<file path="config.mk">
export PLATFORM = sky130hd
export DESIGN_NAME = alu_sequencer
export DESIGN_NICKNAME = d
export VERILOG_FILES = /design/src/rtl/alu_sequencer.sv
export SDC_FILE = /design/constraint.sdc
export NUM_CORES = 1
export LEC_CHECK = 0
export CAP_MARGIN = 25
export CORE_MARGIN = 2
export CORE_UTILIZATION = 55
export DETAILED_ROUTE_END_ITERATION = 10
export GPL_TIMING_DRIVEN = 0
export HOLD_SLACK_MARGIN = 0.08
export PLACE_DENSITY = 0.92
export SLEW_MARGIN = 20
export SYNTH_ARGS = -nofsm -noshare
export SYNTH_HDL_FRONTEND = slang
export SYNTH_SLANG_ARGS = --single-unit
</file>
<file path="constraint.sdc">
create_clock -name clk -period 3.4 [get_ports clk]
set_input_delay 0.51 -clock clk [delete_from_list [all_inputs] [get_ports clk]]
set_output_delay 0.51 -clock clk [all_outputs]
set_load 0.02 [all_outputs]
</file>
<file path="src/rtl/alu_sequencer.sv">
// Micro-sequencer driving the register-file/ALU datapath from a queue of instructions.
// Optional `ALU_SEQ_FLAG_EN` adds the rspFlags {negative, zero} response port.
module alu_sequencer #(
  parameter int DEPTH = 4
) (
  input  logic               clk,
  input  logic               rstN,
  input  logic               inValid,
  output logic               inReady,
  input  logic               inKind,
  input  logic [3:0]         inOp,
  input  logic [4:0]         inRd,
  input  logic [4:0]         inRs1,
  input  logic [4:0]         inRs2,
  input  logic [4:0]         inShamt,
  input  logic [31:0]        inImm,
  output logic               wrEnable,
  output logic [4:0]         wrReg,
  output logic [4:0]         rdReg1,
  output logic [4:0]         rdReg2,
  output logic [3:0]         opCode,
  output logic [4:0]         shiftAmt,
  output logic               selCh,
  output logic [31:0]        selData,
  input  logic signed [31:0] result,
  output logic               rspValid,
  input  logic               rspReady,
  output logic [1:0]         dbgState,
  output logic [31:0]        rspData,
  output logic               rspErr
`ifdef ALU_SEQ_FLAG_EN
  ,
  output logic [1:0]         rspFlags
`endif
);
  // Handshakes: a transfer happens on a rising edge where valid & ready are both high;
  // valid never depends on ready, and the rsp* outputs are held stable while rspValid is high.

  localparam int AW = $clog2(DEPTH);
  localparam logic [AW:0] FULL_COUNT = (AW + 1)'(DEPTH);

  localparam logic [1:0] IDLE  = 2'd0;
  localparam logic [1:0] EXEC  = 2'd1;
  localparam logic [1:0] WRITE = 2'd2;
  localparam logic [1:0] RESP  = 2'd3;

  typedef struct packed {
    logic        kind;
    logic [3:0]  op;
    logic [4:0]  rd;
    logic [4:0]  rs1;
    logic [4:0]  rs2;
    logic [4:0]  shamt;
    logic [31:0] imm;
  } instrT;

  instrT       mem [DEPTH];
  instrT       inEntry;
  instrT       head;
  logic [AW-1:0] wrPtr;
  logic [AW-1:0] rdPtr;
  logic [AW:0]   count;
  logic [1:0]    state;
  logic          push;
  logic          pop;
  logic          illegalOp;
  logic [31:0]   wbData;

  assign inEntry  = '{kind: inKind, op: inOp, rd: inRd, rs1: inRs1, rs2: inRs2,
                      shamt: inShamt, imm: inImm};
  assign head     = mem[rdPtr];
  assign inReady  = (count != FULL_COUNT);
  assign push     = inValid && inReady;
  assign pop      = (state == IDLE) && (count != '0);
  assign rspValid = (state == RESP);
  assign dbgState = state;

  // Only ALU ops can be illegal; a load immediate ignores its opcode field.
  assign illegalOp = selCh && (opCode > 4'd8);

  always_comb begin
    wbData = '0;
    if (!illegalOp) wbData = selCh ? result : selData;
  end

  always_ff @(posedge clk) begin
    if (push) mem[wrPtr] <= inEntry;
  end

  always_ff @(posedge clk or negedge rstN) begin
    if (!rstN) begin
      wrPtr <= '0;
      rdPtr <= '0;
      count <= '0;
    end else begin
      if (push) wrPtr <= wrPtr + 1'b1;
      if (pop)  rdPtr <= rdPtr + 1'b1;
      case ({push, pop})
        2'b10:   count <= count + 1'b1;
        2'b01:   count <= count - 1'b1;
        default: ;
      endcase
    end
  end

  always_ff @(posedge clk or negedge rstN) begin
    if (!rstN) begin
      state    <= IDLE;
      wrEnable <= 1'b0;
      wrReg    <= '0;
      rdReg1   <= '0;
      rdReg2   <= '0;
      opCode   <= '0;
      shiftAmt <= '0;
      selCh    <= 1'b0;
      selData  <= '0;
      rspData  <= '0;
      rspErr   <= 1'b0;
    end else begin
      // High for exactly the WRITE cycle of a legal instruction.
      wrEnable <= (state == EXEC) && !illegalOp;
      case (state)
        IDLE: begin
          if (pop) begin
            rdReg1   <= head.rs1;
            rdReg2   <= head.rs2;
            opCode   <= head.op;
            shiftAmt <= head.shamt;
            wrReg    <= head.rd;
            selCh    <= !head.kind;
            selData  <= head.kind ? head.imm : 32'd0;
            state    <= EXEC;
          end
        end
        EXEC:  state <= WRITE;
        WRITE: begin
          rspData <= wbData;
          rspErr  <= illegalOp;
          state   <= RESP;
        end
        RESP: begin
          if (rspReady) state <= IDLE;
        end
        default: state <= IDLE;
      endcase
    end
  end

`ifdef ALU_SEQ_FLAG_EN
  always_ff @(posedge clk or negedge rstN) begin
    if (!rstN) rspFlags <= 2'b00;
    else if (state == WRITE) rspFlags <= {wbData[31], wbData == 32'd0};
  end
`endif

endmodule

</file>
== Yosys cells after proc, flatten, opt, wreduce, memory -nomap -nowiden ==
Memory sizes are Yosys's and may differ from the RTL's.
Index checks and enable logic that the tools add are counted.

* Word-level logic and storage cells: 48
* Memories: 1
* Output and inout port bits: 95
* Register bits: 100
* Latch bits: 0
* Bits in read-only memories: 0
* Input bits: 93
* Memory bits (writable): 228

* $mul: 0
* Reductions and logical operators: 11
* Bitwise logic cells: 0
* Div/mod/pow operators: 0
* $add $sub $neg: 4
* Magnitude comparators: 1
* Equal/unequal tests: 8
* Shift operators: 0
* Muxes and demuxes: 9

{| class="wikitable"
|+ Memory list
! name !! words !! width !! rd ports !! clocked after Yosys merged registers in !! write ports !! RTL line !! source
|-
| mem || 4 || 57 || 1 || 0 || 1 || 57 || <nowiki>instrT mem [DEPTH];</nowiki>
|}

{| class="wikitable"
|+ Operators with widths
! operator !! count
|-
| 2-to-1 mux 32 bit || 3
|-
| case mux 2 bit (4 select lines) || 1
|-
| == test 2 bit (second input constant) || 3
|-
| case mux 3 bit (2 select lines) || 1
|-
| adder 2 x 1 -> 2 bit (second input constant) || 2
|-
| == test 2 x 1 -> 1 bit (second input constant) || 2
|-
| > comparator 4 bit (second input constant) || 1
|-
| logical AND 1 bit || 4
|-
| 2-to-1 mux 2 bit || 2
|-
| AND reduction 2 bit || 2
|-
| adder 3 x 1 -> 3 bit (second input constant) || 1
|-
| inequality test 3 bit (second input constant) || 1
|-
| nonzero test 3 bit || 1
|-
| subtractor 3 x 1 -> 3 bit (second input constant) || 1
|-
| zero test 1 bit || 2
|-
| zero test 2 bit || 1
|-
| 2-to-1 mux 1 bit || 2
|-
| inequality test 2 x 1 -> 1 bit (second input constant) || 1
|-
| inequality test 2 bit (second input constant) || 1
|-
| nonzero test 2 bit || 1
|}

== Depth between registers and ports, before layout ==
Gate-level depths: netlist of the first run.

* Depth after elaboration: 4
* Mapped depth: 12
* Depth with buffers taken out: 10

== Worst setup path before layout of the first run ==
OpenSTA, ideal clock, no wires.

* Kind: register -> register
* From: register state[0] (netlist: dbgState[0])
* To: register count[2]
* Cell stages (with the launch flop): 13
* Period minus slack after synthesis: 2.392 ns
* Arrival: 2.312 ns
* Setup slack: 1.008 ns
* Setup time: 0.079 ns
* Data required time: 3.321 ns
* Path through: dfrtp_1 > inv_1 > ha_1 > o31ai_4 > inv_2 > buf_2 > buf_2 > ha_1 > inv_1 > fa_1 > xor2_1 > nor2_1 > xor2_1

* Cells in the longest elaborated chain, start to end: 4

{| class="wikitable"
|+ RTL lines
! element !! RTL line !! source
|-
| from (decl) || 63 || <nowiki>logic [1:0] state;</nowiki>
|-
| from (signal assigned) || 108 || <nowiki>state <= IDLE;</nowiki>
|-
| from (signal assigned) || 132 || <nowiki>state <= EXEC;</nowiki>
|-
| from (signal assigned) || 135 || <nowiki>EXEC: state <= WRITE;</nowiki>
|-
| zero test 2 bit (*) || 74 || <nowiki>assign pop = (state == IDLE) && (count != '0);</nowiki>
|-
| logical AND 1 bit (*) || 74 ||
|-
| via pop || 65 || <nowiki>logic pop;</nowiki>
|-
| == test 2 x 1 -> 1 bit / == test 2 bit (equally long branches) || 98 || <nowiki>case ({push, pop})</nowiki>
|-
| case mux 3 bit (2 select lines) / nonzero test 2 bit (equally long branches) || n/a ||
|-
| to (signal assigned) || 99 || <nowiki>2'b10: count <= count + 1'b1;</nowiki>
|-
| to (signal assigned) || 100 || <nowiki>2'b01: count <= count - 1'b1;</nowiki>
|-
| to (decl) || 62 || <nowiki>logic [AW:0] count;</nowiki>
|}

Mark *: on every way through the listed nets, which the timed path passes. The rest lies on a longest branch.
A chain may end at the register's enable or synchronous reset.

== Final worst setup path of the first run ==
Ends and elaborated chain as after synthesis.

==> results.toml, run 1 <==
[grt]
antenna_found_initial = 0
grtUsageTotal = 0.2307
grt_pass1_wl_um = 41920
overflow = 0
grt_pass1_vias = 7485
grt_max_degree = 52

[die]
fp.dieW_um = 155.1
num_rows = 55
initial_core_util = 0.5577
dieArea_um2 = 24040
fp.dieH_um = 155.1
num_io_pins = 188
core_um2 = 22500

[timing]
hold_slack_ns = 0.4693
period_share = 0.8321
relSlewSlack = 0.3420
fin_setup_tns_ns = 0
hold_viol_final = 0
clock_skew_ns = 0.01757
worst_slew_pin_slew_ns = 0.9747
layout_min_cycle_time_ns = 2.829
finalMaxSlewViolations = 0
rsz0062_at_grt = "no"
fmax_mhz = 353.5
setup-violations-final = 0

[logic_synthesis]
syn-num-nets = 838
postSynthCellCount = 735
synth_area_per_cell_um2 = 17.08
synth_edf_count = 228
synth_top_area_share = 0.5455
ys.warnings.count = 0
synth.largest_area_cell = "edfxtp_1"
synth_cell_types = 33
yosysSeqAreaShare = 0.7449
async_reset_ff_frac = 0.3049
yosys-top-cells-area = "edfxtp_1, dfrtp_1, mux4_2"
ys.flop_type = "edfxtp_1"
synthesis.area_um2 = 12550
ys_ff_latch = 328

[routing]
vias_per_cell = 5.611
dr.first_iter.drc_count = 421
route.detailed.drc = 0
antenna_left = 0
first_pass_iters = 5
vias = 7149
wl_per_cell_um = 21.31
wirelength_um = 27150

[critical_path]
slowest_stage = "dfrtp_1"
setup.worst_path.class = "reg -> reg"
crit_required_ns = 3.82
cp_data_arrival_time_ns = 3.25
reg2reg_from = "dbgState[0]"
crit_buf_inv = 5
crit_chain = "inv_1 > ha_1 > o31ai_4 > inv_2 > buf_2 > buf_2 > ha_1 > inv_1 > fa_1 > xor2_1 > nor2_1 > xor2_1"
end_kind = "flip-flop"
slowest_delay_ns = 0.43
setup.worst_path.start_class = "flip-flop"
cp_max_fo = 10
cp-startpoint = "dbgState[0]"
crit_family = "buffers and inverters"

[placement]
dpl_cell_area_um2 = 14900
port-buffer-count = 187
hpwl_um = 17870
placedCellCount = 1212
gp_congestion = 0.7472

[clocking]
root_buffer = "clkbuf_16"
cts_max_path_buffers = 3
clk_latency_ns = 0.50
cts_buffers = 34
cts.sinks = 328
clk_pin_slew_ns = 0.06
cts_htree_levels = 2
cts_tree = "yes"

[run_status]
status = "finished, final reports clean"

[flow_run]
drv_cap = 0

[layout]
final_nets = 1067
fillCellCount = 1378
n_antenna_cell = 0
drive_gt1_frac = 0.1446
stdcell_count = 1274
area_delta_synth_final_pct = 27.18
final_core_util = 0.7093
finalInstanceArea_um2 = 15960

[power]
leakage_uw = 0.006075
ir_drop_mv = 0.5340
power.density_nw_per_um2 = 929.0

[hold_path]
min_path_type = "reg -> reg"
hp-start = "wrReg[3]"
-- kinds of logic (layout without fill, tap and decap cells) --
kind of cell,count (synthesis),count (layout),share of synthesized area
adder cells (fa/ha/maj),10,10,0.01057
AO/OA/AOI/OAI,38,38,0.02054
flip-flops,328,328,0.7449
XOR/XNOR,6,6,0.004187
multiplexers,92,92,0.1307
buffers and inverters,80,334,0.02911
AND/OR/NAND/NOR,181,181,0.06001
-- timing repair --
item / in CTS / in global routing
gates resized for setup: 0 / 0
setup buffers: 0 / 0
hold buffers: 1 / 0
endpoints found under the hold margin: 50 / 0
-- state kept, by name (all words and copies together), names as in the netlist, 4 cells and up --
name and flops:
mem 228, rspData 32, selData 32, rdReg1 5, rdReg2 5, shiftAmt 5
wrReg 5, opCode 4
-- final cells by class --
cell class | count | area, um2 | area share
Inverter | 41 | 153.9 | 0.009642
Sequential cell | 328 | 9349 | 0.5857
Timing Repair Buffer | 193 | 1991 | 0.1247
Buffer | 39 | 211.5 | 0.01325
Tap cell | 285 | 356.6 | 0.02234
Clock inverter | 9 | 68.82 | 0.004311
Clock buffer | 52 | 979.7 | 0.06138
Multi-Input combinational cell | 327 | 2851 | 0.1786
-- synth_stat cells (all sizes together) (9+ instances only) --
| cell type | n |
|---|---|
| nand2 | 139 |
| ha | 9 |
| clkbuf | 10 |
| edfxtp | 228 |
| inv | 41 |
| o22ai | 32 |
| buf | 29 |
| nand3 | 32 |
| mux4 | 57 |
| dfrtp | 100 |
| mux2i | 33 |
-- final timing paths --
path                                to  slack [ns]  cells after the start
min in group asynchronous     wrReg[0]        0.51                      2
max in group asynchronous  rspData[22]        2.23                      3
max reg2reg                   count[2]        0.57                     12
min                           wrReg[3]        0.47                      2
min reg2reg                   wrReg[3]        0.47                      2
max                           count[2]        0.57                     12
-- placed cells by master (no fill, tap or decap), types with 5 or more instances in the layout --
cell,count
buf_2,19
clkdlybuf4s50_1,186
mux4_2,57
dfrtp_1,100
edfxtp_1,228
clkbuf_1,23
clkbuf_16,35
mux2i_1,33
o22ai_1,32
buf_6,5
inv_1,40
nand2_1,139
ha_1,9
nand3_1,32
-- report_power, final --
| part | switching (uW) | leakage [uW] | internal (uW) |
|---|---|---|---|
| clock network | 1420 | 0.000512 | 2060 |
| registers | 484 | 0.00336 | 5420 |
| logic | 3010 | 0.00221 | 2430 |
| total | 4920 | 0.00608 | 9910 |
-- layer usage --
layer	routed length [um]	vias to the layer above	GRT usage
li1	-	3208	-
met1	10700	3637	0.2994
met2	14100	250	0.3979
met3	1601	54	0.04540
met4	753	0	0.07319
met5	0	-	0
-- metrics by stage --
step	worst slack [ns]	power, uW
global route	0.3918	15610
floorplan	1.008	9247
finish	0.5708	14830
global placement	-2.227	11190
CTS	0.5393	14990
detailed placement	0.5784	11440
-- worst reg2reg max path: stages, from the launching register on --
cell and delay [ns]:
dfrtp_1 0.43, inv_1 0.11, ha_1 0.24, o31ai_4 0.18, inv_2 0.13, buf_2 0.26
buf_2 0.31, ha_1 0.23, inv_1 0.06, fa_1 0.38, xor2_1 0.15, nor2_1 0.12
xor2_1 0.16
Note: power is estimated with default switching activity, not from simulation.
==> run 2: changes to the inputs <==
CORE_UTILIZATION = 49   (was 55)
PLACE_DENSITY = 0.87   (was 0.92)
clock period = 2.4 ns   (was 3.4 ns; I/O delays follow)
==> results.toml, run 2 (same netlist as run 1, synthesis figures left out) <==
[timing]
rsz0062_at_grt = "no"
layout_min_cycle_time_ns = 2.306
hold_viol_final = 0
fmax_mhz = 433.7
setup-violations-final = 0
period_share = 0.9607
hold_slack_ns = 0.3118
clock_skew_ns = 0.01898
finalMaxSlewViolations = 0
relSlewSlack = 0.4646
worst_slew_pin_slew_ns = 0.7907

[critical_path]
setup.worst_path.start_class = "flip-flop"
setup.worst_path.class = "reg -> out"
crit_family = "buffers and inverters"
slowest_delay_ns = 0.56
cp_max_fo = 6
r2r_slack_ns = 0.19
crit_chain = "or3b_4 > clkdlybuf4s50_1"
cp_data_arrival_time_ns = 1.95
crit_required_ns = 2.04
slowest_stage = "clkdlybuf4s50_1"
crit_buf_inv = 1
end_kind = "output pin"

[layout]
final_nets = 1067
layout_common_cells = "edfxtp_1, clkdlybuf4s50_1, nand2_1"
largest_register_ffs = 228
regMostFlops = "mem"
largestRegisters = "mem: 228 flops, rspData: 32 flops, selData: 32 flops"
final_core_util = 0.6377
drive_gt1_frac = 0.1475
area_delta_synth_final_pct = 27.94
final_common_cell = "edfxtp_1"

[routing]
dr.first_iter.drc_count = 562
wl_per_cell_um = 20.81
antenna_left = 0
first_pass_iters = 8
vias_per_cell = 5.369
vias = 7109
route.detailed.drc = 0
wirelength_um = 27550

[die]
num_rows = 58
fp.dieW_um = 164.0
dieArea_um2 = 26910
num_io_pins = 188
core_um2 = 25180
fp.dieH_um = 164.0
initial_core_util = 0.4984

[clocking]
cts_htree_levels = 2
cts_tree = "yes"
cts_buffers = 35
clk_pin_slew_ns = 0.06
clk_latency_ns = 0.50
root_buffer = "clkbuf_16"
cts.sinks = 328
cts_max_path_buffers = 3

[grt]
grtUsageTotal = 0.2072
antenna_found_initial = 4
grt_pass1_wl_um = 41790
grt_pass1_vias = 7503
grt_max_degree = 75
overflow = 0

[placement]
port-buffer-count = 187
gp_congestion = 0.7751
hpwl_um = 18340

[run_status]
status = "finished, final reports clean"

[power]
power.density_nw_per_um2 = 1315
leakage_uw = 0.006074
ir_drop_mv = 0.7089

[hold_path]
min_path_type = "in -> async"

[flow_run]
drv_cap = 0
run 2: changes by cell type in the layout (fill, tap and decap cells not counted), moves of 2 or more:
| cell | before | now |
|---|---|---|
| buf_2 | 19 | 17 |
| clkbuf_1 | 23 | 25 |
| clkbuf_8 | 4 | 1 |
| diode_2 | 0 | 4 |
| clkinvlp_4 | 0 | 2 |
| ha_1 | 9 | 7 |
| clkbuf_16 | 35 | 37 |
| ha_2 | 0 | 2 |
| clkinv_1 | 4 | 2 |
| clkinv_2 | 3 | 5 |
run 2: routing by layer:
metal / share of wire / track usage / vias up
li1: - / - / 3204
met1: 0.40 / 0.2653 / 3551
met2: 0.50 / 0.3430 / 289
met3: 0.071 / 0.04470 / 63
met4: 0.032 / 0.09330 / 2
met5: 0.00047 / 0 / -
run 2: final timing paths:
kind / from / to / depth (start not counted)
hold reg to reg: shiftAmt[3] / shiftAmt[3] / 2
setup reg to reg: count[2] / count[2] / 9
hold / removal: rstN / shiftAmt[0] / 2
min in group clk: shiftAmt[3] / shiftAmt[3] / 2
setup / recovery: count[2] / inReady / 2
max in group asynchronous: rstN / wrPtr[1] / 3
run 2: per-stage QoR:
stage | area, um2 | std cells | setup WS (ns) | power [uW] | TNS [ns]
after floorplan | 12550 | 735 | 0.008434 | 13100 | 0
after detailed placement | 14960 | 1257 | -0.2693 | 16180 | -0.3493
final | 16060 | 1324 | 0.09431 | 21120 | 0
after global routing | 16060 | 1323 | 0.04814 | 22200 | 0
after CTS | 16050 | 1321 | 0.04773 | 21310 | 0
after global placement | 14840 | 1252 | -3.052 | 15840 | -347.21
run 2: power by group:
| part | leakage (uW) | switching, uW | internal [uW] | total [uW] |
|---|---|---|---|---|
| registers | 0.00336 | 734 | 7680 | 8410 |
| clock network | 0.000518 | 2060 | 2980 | 5030 |
| logic | 0.00220 | 4210 | 3460 | 7670 |
run 2: what timing repair did:
| item | CTS | global route |
|---|---|---|
| endpoints found under the hold margin | 26 | 0 |
| hold buffers | 1 | 0 |
| gates resized for setup | 2 | 2 |
| setup buffers | 1 | 0 |
| endpoints found under the setup margin | 2 | 1 |
run 2: area by class of cell:
| type | count | area [um2] |
|---|---|---|
| diodes | 4 | 10.01 |
| plain buffers | 37 | 201.4 |
| clock buffers | 53 | 996.0 |
| clock inverters | 10 | 77.57 |
| fillers | 1747 | 9124 |
| inverters | 41 | 156.4 |
| multi-input cells | 327 | 2856 |
| flip-flops and latches | 328 | 9349 |
| well taps | 330 | 412.9 |
| repair buffers | 194 | 1998 |
run 2: worst register-to-register path, cell delays in order, from the launching register on:
cell	delay, ns
dfrtp_1	0.44
or3b_4	0.45
and2_4	0.19
inv_1	0.05
ha_2	0.17
inv_1	0.05
fa_1	0.37
xor2_1	0.15
nor2_1	0.11
xor2_1	0.15
==> run 3: changes to the inputs <==
CORE_ASPECT_RATIO = 1.5   (was default)
CORE_MARGIN = 10   (was 2)
PLACE_DENSITY = default   (was 0.87)
PLACE_DENSITY_LB_ADDON = 0.08   (was default)
==> results.toml, run 3 (same netlist as run 1, synthesis figures left out) <==
[timing]
layout_min_cycle_time_ns = 2.223
relSlewSlack = 0.3558
period_share = 0.9262
hold_slack_ns = 0.2505
clock_skew_ns = 0.006841
setup-violations-final = 0
worst_slew_pin_slew_ns = 0.9542
finalMaxSlewViolations = 0
fin_ws_ns = 0.1772
rsz0062_at_grt = "no"
fmax_mhz = 449.9
hold_viol_final = 0

[layout]
fillCellCount = 1822
area_delta_synth_final_pct = 28.33
final_common_cell = "edfxtp_1"
largest_register_ffs = 228
regMostFlops = "mem"
layout_common_cells = "edfxtp_1, clkdlybuf4s50_1, nand2_1"
drive_gt1_frac = 0.1536
final_nets = 1062
largestRegisters = "mem: 228 flops, rspData: 32 flops, selData: 32 flops"

[power]
ir_drop_mv = 0.8355
finalPower_uw = 21320
power.density_nw_per_um2 = 1324
leakage_uw = 0.006111

[grt]
antenna_found_initial = 2
grt_pass1_vias = 7702
grtUsageTotal = 0.1710
overflow = 0
grt_pass1_wl_um = 43330
grt_max_degree = 77

[clocking]
cts_htree_levels = 1
cts_max_path_buffers = 3
cts.sinks = 328
clk_pin_slew_ns = 0.06
cts_tree = "yes"
clk_latency_ns = 0.54
root_buffer = "clkbuf_16"
cts_buffers = 30

[critical_path]
crit_required_ns = 2.87
slowest_stage = "dfrtp_1"
crit_buf_inv = 2
r2r.worst_path.cells = 9
cp_max_fo = 6
slowest_delay_ns = 0.45
cp-startpoint = "count[0]"
setup.worst_path.start_class = "flip-flop"
r2r_slack_ns = 0.18
cp.depth = 9
reg2reg_to = "count[2]"
setup.worst_path.class = "reg -> reg"
crit_chain = "or3b_4 > and2_4 > inv_1 > ha_2 > inv_1 > fa_1 > xor2_1 > nor2_1 > xor2_1"
end_kind = "flip-flop"
cp_data_arrival_time_ns = 2.69
reg2reg_from = "count[0]"
crit_family = "simple AND/OR/NAND/NOR gates"
setup.worst_path.end = "count[2]"

[placement]
hpwl_um = 19850
pre_cts_ws_ns = -0.3720
port-buffer-count = 187
gp_congestion = 0.7138

[routing]
wl_per_cell_um = 21.61
vias = 6892
vias_per_cell = 5.253
first_pass_iters = 4
wirelength_um = 28360
dr.first_iter.drc_count = 370
route.detailed.drc = 0
antenna_left = 0

[flow_run]
drv_cap = 0

[run_status]
status = "finished, final reports clean"

[die]
fp.dieH_um = 216.0
initial_core_util = 0.4992
fp.dieW_um = 150.7
num_rows = 71
num_io_pins = 188
core_um2 = 25140
dieArea_um2 = 32550

[hold_path]
min_path_type = "in -> async"
## run 3: what timing repair did
item | CTS | global route
gates resized for setup | 3 | 3
buffers inserted | 1 | 0
setup endpoints to repair | 3 | 1
hold buffers | 1 | 0
hold endpoints to repair | 97 | 0
pin swaps | 0 | 0
## run 3: routing by layer
metal | GRT usage | share of wire | up-vias
met5 | 0 | 0.00060 | -
met4 | 0.03764 | 0.013 | 2
met3 | 0.03707 | 0.069 | 32
met2 | 0.3106 | 0.53 | 194
met1 | 0.2007 | 0.39 | 3485
li1 | - | - | 3179
## run 3: layout make-up
class / instances / area, um2 / share of cell area
Sequential cell: 328 / 9350 / 0.5805
Multi-Input combinational cell: 327 / 2856 / 0.1773
Timing Repair Buffer: 194 / 2012 / 0.1249
Clock buffer: 43 / 900.9 / 0.05593
Tap cell: 328 / 410.4 / 0.02548
Clock inverter: 13 / 216.5 / 0.01344
Buffer: 37 / 201.4 / 0.01251
Inverter: 41 / 156.4 / 0.009710
Antenna cell: 1 / 2.502 / 0.0001554
## run 3: stage by stage
| step | cell area, um2 | utilization | setup TNS (ns) | std cells |
|---|---|---|---|---|
| after floorplan | 12550 | - | 0 | 735 |
| after global placement | 14830 | 0.5900 | -366.31 | 1250 |
| after detailed placement | 14970 | 0.5955 | -0.5591 | 1255 |
| after CTS | 16110 | 0.6406 | 0 | 1312 |
| after global routing | 16100 | 0.6406 | 0 | 1311 |
| final | 16110 | 0.6407 | 0 | 1312 |
## run 3: worst min-delay path by stage
stage	startpoint	cells after the start	slack, ns	end
2_1_floorplan	rstN	0	0.06	count[0]
3_3_place_gp	shiftAmt[0]	2	0.46	shiftAmt[0]
3_5_place_dp	rstN	1	0.25	rspData[15]
4_1_cts	rstN	2	0.25	rspData[15]
5_1_grt	rstN	2	0.26	wrReg[2]
6_report	rstN	2	0.25	rspData[15]
## run 3: power breakdown
| group | internal (uW) | switching, uW |
|---|---|---|
| Clock | 3240 | 2000 |
| Combinational | 3460 | 4240 |
| Sequential | 7670 | 692 |
